File: src/rtl/alu_sequencer.sv
// alu_sequencer: programmable ALU sequencer. It holds a writable instruction
// memory and a register file, and it runs a programme of up to IMEM_DEPTH
// instructions. Each instruction takes two cycles, FETCH then EXEC.
//
// Instruction word, MSB to LSB: opcode[4] | ra[RID_W] | rb[RID_W] | imm[DATA_W]
//
// Ports
//   i_clock         system clock; all state changes on the rising edge
//   i_reset         synchronous active-high reset
//   i_imem_we       instruction memory write enable (honoured only in IDLE)
//   i_imem_addr     instruction memory write address
//   i_imem_wdata    instruction word to write
//   i_instr_count   number of valid instructions; latched when a run starts
//   i_start         run request (level or pulse; honoured only in IDLE)
//   i_rd_sel        register read-port select
//   o_rd_data       combinational read of register i_rd_sel
//   o_busy          high while in FETCH or EXEC
//   o_done          one-cycle pulse at the end of a run
//   o_aborted       sticky; set when the step limit ends a run
//   o_flag_z/c/gt   zero / carry(borrow) / unsigned-greater status flags
//
// state   | meaning
// S_IDLE  | waiting for start; the programme may be written
// S_FETCH | load the instruction register from imem[pc]
// S_EXEC  | execute the instruction, write back, update pc and steps
// S_DONE  | one-cycle done pulse, then return to IDLE
module alu_sequencer #(
   parameter int DATA_W     = 8,
   parameter int NREGS      = 8,
   parameter int IMEM_DEPTH = 16,
   parameter int MAX_STEPS  = 255
) (
   input  logic                                      i_clock,
   input  logic                                      i_reset,
   input  logic                                      i_imem_we,
   input  logic [$clog2(IMEM_DEPTH)-1:0]             i_imem_addr,
   input  logic [4+2*$clog2(NREGS)+DATA_W-1:0]       i_imem_wdata,
   input  logic [$clog2(IMEM_DEPTH):0]               i_instr_count,
   input  logic                                      i_start,
   input  logic [$clog2(NREGS)-1:0]                  i_rd_sel,
   output logic [DATA_W-1:0]                         o_rd_data,
   output logic                                      o_busy,
   output logic                                      o_done,
   output logic                                      o_aborted,
   output logic                                      o_flag_z,
   output logic                                      o_flag_c,
   output logic                                      o_flag_gt
);

   localparam int RID_W   = $clog2(NREGS);
   localparam int PC_W    = $clog2(IMEM_DEPTH);
   localparam int INSTR_W = 4 + 2*RID_W + DATA_W;
   localparam int STEP_W  = $clog2(MAX_STEPS + 1);

   localparam logic [3:0] OP_ADD = 4'd0,  OP_SUB = 4'd1,  OP_NOT = 4'd2,  OP_AND = 4'd3;
   localparam logic [3:0] OP_OR  = 4'd4,  OP_XOR = 4'd5,  OP_INC = 4'd6,  OP_SHR = 4'd7;
   localparam logic [3:0] OP_SHL = 4'd8,  OP_CMP = 4'd9,  OP_LDI = 4'd10, OP_MOV = 4'd11;
   localparam logic [3:0] OP_BEQ = 4'd12, OP_BGT = 4'd13, OP_NOP = 4'd14, OP_HLT = 4'd15;

   typedef enum logic [1:0] {S_IDLE, S_FETCH, S_EXEC, S_DONE} state_t;

   state_t                r_state, w_state_next;
   logic [INSTR_W-1:0]    r_imem [IMEM_DEPTH];
   logic [DATA_W-1:0]     r_regs [NREGS];
   logic [INSTR_W-1:0]    r_ir;
   logic [PC_W-1:0]       r_pc;
   logic [PC_W:0]         r_cnt;
   logic [STEP_W-1:0]     r_steps;
   logic                  r_aborted;
   logic                  r_flag_z, r_flag_c, r_flag_gt;

   logic [3:0]            w_op;
   logic [RID_W-1:0]      w_ra, w_rb;
   logic [DATA_W-1:0]     w_imm, w_a, w_b;
   logic [DATA_W:0]       w_wide;
   logic [DATA_W-1:0]     w_res;
   logic                  w_we, w_zupd, w_cupd, w_cval, w_cmp, w_taken, w_halt;
   logic [RID_W-1:0]      w_wsel;
   logic [PC_W:0]         w_pc_next;
   logic                  w_step_limit, w_exec_end;

   assign w_op  = r_ir[INSTR_W-1 -: 4];
   assign w_ra  = r_ir[DATA_W+2*RID_W-1 -: RID_W];
   assign w_rb  = r_ir[DATA_W+RID_W-1 -: RID_W];
   assign w_imm = r_ir[DATA_W-1:0];
   assign w_a   = r_regs[w_ra];
   assign w_b   = r_regs[w_rb];

   always_comb begin
      w_wide  = '0;
      w_res   = '0;
      w_we    = 1'b0;
      w_wsel  = w_ra;
      w_zupd  = 1'b0;
      w_cupd  = 1'b0;
      w_cval  = r_flag_c;
      w_cmp   = 1'b0;
      w_taken = 1'b0;
      w_halt  = 1'b0;
      case (w_op)
         OP_ADD: begin
            w_wide = {1'b0, w_a} + {1'b0, w_b};
            w_res  = w_wide[DATA_W-1:0];
            w_cval = w_wide[DATA_W];
            w_cupd = 1'b1;
            w_we   = 1'b1;
         end
         OP_SUB: begin
            // the extra top bit of a widened subtract is the borrow
            w_wide = {1'b0, w_a} - {1'b0, w_b};
            w_res  = w_wide[DATA_W-1:0];
            w_cval = w_wide[DATA_W];
            w_cupd = 1'b1;
            w_we   = 1'b1;
         end
         OP_NOT: begin w_res = ~w_a;      w_we = 1'b1; end
         OP_AND: begin w_res = w_a & w_b; w_we = 1'b1; end
         OP_OR:  begin w_res = w_a | w_b; w_we = 1'b1; end
         OP_XOR: begin w_res = w_a ^ w_b; w_we = 1'b1; end
         OP_INC: begin
            w_wide = {1'b0, w_a} + {{DATA_W{1'b0}}, 1'b1};
            w_res  = w_wide[DATA_W-1:0];
            w_cval = w_wide[DATA_W];
            w_cupd = 1'b1;
            w_we   = 1'b1;
         end
         OP_SHR: begin
            w_res  = w_a >> 1;
            w_cval = w_a[0];
            w_cupd = 1'b1;
            w_we   = 1'b1;
         end
         OP_SHL: begin
            w_res  = w_a << 1;
            w_cval = w_a[DATA_W-1];
            w_cupd = 1'b1;
            w_we   = 1'b1;
         end
         OP_CMP: w_cmp = 1'b1;
         OP_LDI: begin w_res = w_imm; w_we = 1'b1; end
         OP_MOV: begin w_res = w_a; w_wsel = w_rb; w_we = 1'b1; end
         OP_BEQ: w_taken = r_flag_z;
         OP_BGT: w_taken = r_flag_gt;
         OP_HLT: w_halt  = 1'b1;
         default: ;
      endcase
      // every register-writing op except MOV drives the zero flag
      w_zupd = w_we && (w_op != OP_MOV);
   end

   // pc_next carries one extra bit so running off the end of a full memory
   // still compares correctly against the instruction count
   assign w_pc_next    = w_taken ? {1'b0, w_imm[PC_W-1:0]} : ({1'b0, r_pc} + 1'b1);
   assign w_step_limit = (r_steps + STEP_W'(1)) == STEP_W'(MAX_STEPS);
   assign w_exec_end   = w_halt || (w_pc_next >= r_cnt) || w_step_limit;

   always_ff @(posedge i_clock) begin
      if (i_reset) r_state <= S_IDLE;
      else         r_state <= w_state_next;
   end

   always_comb begin
      w_state_next = r_state;
      case (r_state)
         S_IDLE:  if (i_start) w_state_next = (i_instr_count == '0) ? S_DONE : S_FETCH;
         S_FETCH: w_state_next = S_EXEC;
         S_EXEC:  w_state_next = w_exec_end ? S_DONE : S_FETCH;
         S_DONE:  w_state_next = S_IDLE;
         default: w_state_next = S_IDLE;
      endcase
   end

   always_comb begin
      o_busy = (r_state == S_FETCH) || (r_state == S_EXEC);
      o_done = (r_state == S_DONE);
   end

   // programme storage survives reset
   always_ff @(posedge i_clock) begin
      if (i_imem_we && (r_state == S_IDLE)) r_imem[i_imem_addr] <= i_imem_wdata;
   end

   always_ff @(posedge i_clock) begin
      if (i_reset) begin
         r_ir      <= '0;
         r_pc      <= '0;
         r_cnt     <= '0;
         r_steps   <= '0;
         r_aborted <= 1'b0;
      end else begin
         case (r_state)
            S_IDLE: if (i_start) begin
               r_cnt     <= i_instr_count;
               r_pc      <= '0;
               r_steps   <= '0;
               r_aborted <= 1'b0;
            end
            S_FETCH: r_ir <= r_imem[r_pc];
            S_EXEC: begin
               r_pc    <= w_pc_next[PC_W-1:0];
               r_steps <= r_steps + STEP_W'(1);
               if (w_step_limit) r_aborted <= 1'b1;
            end
            default: ;
         endcase
      end
   end

   always_ff @(posedge i_clock) begin
      if (i_reset) begin
         for (int i = 0; i < NREGS; i++) r_regs[i] <= '0;
         r_flag_z  <= 1'b0;
         r_flag_c  <= 1'b0;
         r_flag_gt <= 1'b0;
      end else if (r_state == S_EXEC) begin
         if (w_we)   r_regs[w_wsel] <= w_res;
         if (w_zupd) r_flag_z <= (w_res == '0);
         if (w_cupd) r_flag_c <= w_cval;
         if (w_cmp) begin
            r_flag_z  <= (w_a == w_b);
            r_flag_gt <= (w_a > w_b);
         end
      end
   end

   assign o_rd_data = r_regs[i_rd_sel];
   assign o_aborted = r_aborted;
   assign o_flag_z  = r_flag_z;
   assign o_flag_c  = r_flag_c;
   assign o_flag_gt = r_flag_gt;

endmodule

File: config.mk
export PLATFORM = sky130hd
export DESIGN_NAME = alu_sequencer
export DESIGN_NICKNAME = d
export VERILOG_FILES = /design/src/rtl/alu_sequencer.sv
export SDC_FILE = /design/constraint.sdc
export NUM_CORES = 1
export LEC_CHECK = 0
export BUFFER_PORTS_ARGS = -buffer_cell sky130_fd_sc_hd__buf_4
export CAP_MARGIN = 20
export CORE_ASPECT_RATIO = 0.75
export CORE_MARGIN = 2
export CORE_UTILIZATION = 25
export CTS_CLUSTER_DIAMETER = 100
export DETAILED_ROUTE_END_ITERATION = 10
export SKIP_CTS_REPAIR_TIMING = 1
export SYNTH_ARGS = -nofsm -noshare
export SYNTH_HDL_FRONTEND = slang
export SYNTH_SLANG_ARGS = --single-unit
File: constraint.sdc
create_clock -name i_clock -period 11.2 [get_ports i_clock]
set_clock_uncertainty 0.05 [all_clocks]
set_input_delay 3.36 -clock i_clock [delete_from_list [all_inputs] [get_ports i_clock]]
set_output_delay 3.36 -clock i_clock [all_outputs]
set_load 0.02 [all_outputs]
==> reports/summary.md <==
The flow ran to the end, and the final reports show no timing, DRC or antenna violations. The total of flip-flops plus latches after synthesis came out at 393. For this block, the initial DRC count from the detailed router was 1129.

The count of buffers from port buffering was 47; the wire length of the first global-routing pass was 70100 µm. The final layout contains 1280 nets. For this design the ratio of total power to cell area is 185 nW/µm². The worst path required time was 7790 ps; the floorplan row count was 86. Once detailed placement completed, the half-perimeter wirelength came to 30900 µm. Routability-driven placement finished with a final weighted congestion of 0.901. From left edge to right edge, the die measures 317 µm. The pre-antenna-repair detailed-routing pass consisted of 5 iterations. The worst path needs 8050 ps of the cycle, external delays included.

Including well taps, the total number of placed cells is 2131. Once the floorplan was initialized, standard cells occupied 25.2% of the core. For this design the top-level I/O count stands at 48. In the synthesized netlist, the cells that appear most often are 352 x edfxtp_1, 142 x nor2_1, 133 x mux4_2. Of all nets on the critical path, the largest fanout is 16.

The total of warnings raised by yosys came out at 0. The number of max-capacitance violations reported is 0. The number of fill cells was 7238. The maximum vdd drop was 116 µV; the proportion of layout cells with a drive suffix above 1 was 25.8%. The register area share after synthesis is 61.9%. The number of vias in the routed layout was 10.7k.

Cells fill 29.1% of the core in the end. For the worst-skew pair later-pin latency, the log shows 580 ps. The maximum number of pins on one net before global-route repair is 62. STA classifies the critical path endpoint as an output port. The number of standard cells in the final layout excluding fillers was 2202; the area used by multi-input combinational logic was 6630 µm². The number of remaining DRC errors is 0, and the flip-flop and latch area is 11400 µm². The worst pin sits at a relative slew slack of 27.3%. For the pin with the worst max-slew slack, the measured transition is 1080 ps.

The clock passes through at most 3 buffers. The fmax was 124 MHz; the initial antenna violation count was 3. The count of antenna-violating nets left after detailed routing was 0; the CTS H-tree depth was 2. The final number of hold-violating endpoints is 0. The critical path is of the in -> out type. TritonCTS created 40 clock buffers. Setup repair after global routing left no endpoint under its margin. The run gives 0 ps as the sum of negative setup slack.

Root buffer cell: clkbuf_16. The floorplan die height is 239 µm. TritonCTS built the clock tree. Global routing consumed, over all layers together, 12.3% of the routing resources. In this run the cell area of the synthesized design comes to 18400 µm².

After detailed routing, the average wire length per cell comes to 21.3 µm. The core region is 73200 µm². The run gives 6.74 nW as the static leakage.

The clock transition at the registers of the reported paths is 50 ps, and the fraction of registers with async set/reset is 0%. Worst min-delay path category: reg -> reg. CTS saw 393 sinks. edfxtp_1 is the most common cell in the netlist.

STA classifies the critical path startpoint as a primary input. The gate count of the mapped netlist came out at 1156. The count of different cell masters after synthesis is 74. Compared with the post-synthesis result, the final layout area differs by 15.5%.

In this run the biggest area consumer among cell types represents 57.4% of the synthesized area. Averaged over all synthesized cells, the footprint is 15.9 µm². The logs give 10.6k for the number of global-route vias before repair and 75800 µm² for the full die area. The count of flip-flops with a built-in enable after synthesis came out at 352.

The number of pins exceeding their max-slew limit in the final report was 0. The via count normalized by instance count works out to 4.88. Setup violations remaining at the end of the flow were counted as 0. The share of the cycle needed by the critical path after routing came out at 71.9%.

The commonest register cell after synthesis is edfxtp_1. By area the synthesized netlist is led by edfxtp_1 57%, mux4_2 16%, dfxtp_1 4.5%, nor2_1 2.9%, ha_1 2.6%. The final layout contains routed wiring with a total length of 46900 µm. Counting every net in the synthesized netlist gives 1230. The critical path arrival was 4640 ps; the global route total overflow was 0.

Of all cell types, the one taking the most synthesized area is edfxtp_1.
layout make-up:
type                            count  share of cell area, %
Antenna cell                        1                 0.0118
Clock buffer                       48                   4.85
Clock inverter                     21                   1.21
Inverter                           34                  0.624
Multi-Input combinational cell    660                   31.2
Sequential cell                   393                   53.6
Tap cell                          968                   5.70
Timing Repair Buffer               77                   2.81
metrics by stage:
| step | worst slack, ps | hold WS [ps] | instance area (µm²) | power, W |
|---|---|---|---|---|
| after floorplan | 2630 | 386 | 18400 | 0.00235 |
| after global placement | 3170 | 401 | 19900 | 0.00261 |
| after detailed placement | 3130 | 407 | 19900 | 0.00263 |
| after CTS | 3130 | 417 | 21200 | 0.00395 |
| after global routing | 3090 | 434 | 21300 | 0.00410 |
| final | 3150 | 415 | 21300 | 0.00393 |
worst max-delay path: stages:
cell and delay [ps]:
buf_4 280, mux4_2 560, mux2_2 280, buf_4 160
cells by family after synthesis:
logic type | after synthesis | share of synthesized area, %
AO/OA/AOI/OAI | 140 | 5.26
multiplexers | 184 | 20.0
flip-flops | 393 | 61.9
adder cells (fa/ha/maj) | 40 | 2.80
AND/OR/NAND/NOR | 280 | 6.89
buffers and inverters | 103 | 2.35
XOR/XNOR | 16 | 0.762
report_power, final:
part / total, W / switching [W] / internal, W
combinational: 0.000911 / 0.000559 / 0.000352
clock: 0.00132 / 0.000579 / 0.000738
sequential: 0.00170 / 0.0000550 / 0.00164
metal layers:
metal / track usage [%] / share of wire, %
met5: 0 / 0.083
met4: 2.13 / 1.3
met3: 3.11 / 8.9
met2: 17.4 / 42
met1: 19.1 / 47
worst paths after layout:
path	slack, ps	cells after the start	to	start
worst max-delay path	3150	4	o_rd_data[5]	i_rd_sel[0]
worst min-delay path	420	2	r_cnt[3]$_SDFFE_PP0P_	r_cnt[3]$_SDFFE_PP0P_
worst max register to register	6060	11	r_regs[2][5]$_SDFFCE_PN0P_	r_ir[9]$_SDFFE_PP0P_
worst min register to register	420	2	r_cnt[3]$_SDFFE_PP0P_	r_cnt[3]$_SDFFE_PP0P_
state kept, by name (all words and copies together), names as in the netlist:
register,flops
r_ir,18
o_aborted,1
r_steps,8
r_pc,4
r_cnt,5
o_flag_gt,1
o_flag_z,1
o_flag_c,1
r_imem,288
r_state,2
r_regs,64
placed cells by master, fill, tap and decap left out, types with 22 or more instances in the layout:
cell type	count
a21oi_1	42
buf_4	76
clkbuf_16	40
dfxtp_1	38
edfxtp_1	352
ha_1	38
inv_1	31
mux2i_1	28
mux4_2	133
nand2_1	46
nand2b_1	22
nor2_1	130
o21ai_0	22
Note: power is estimated with default switching activity, not from simulation.
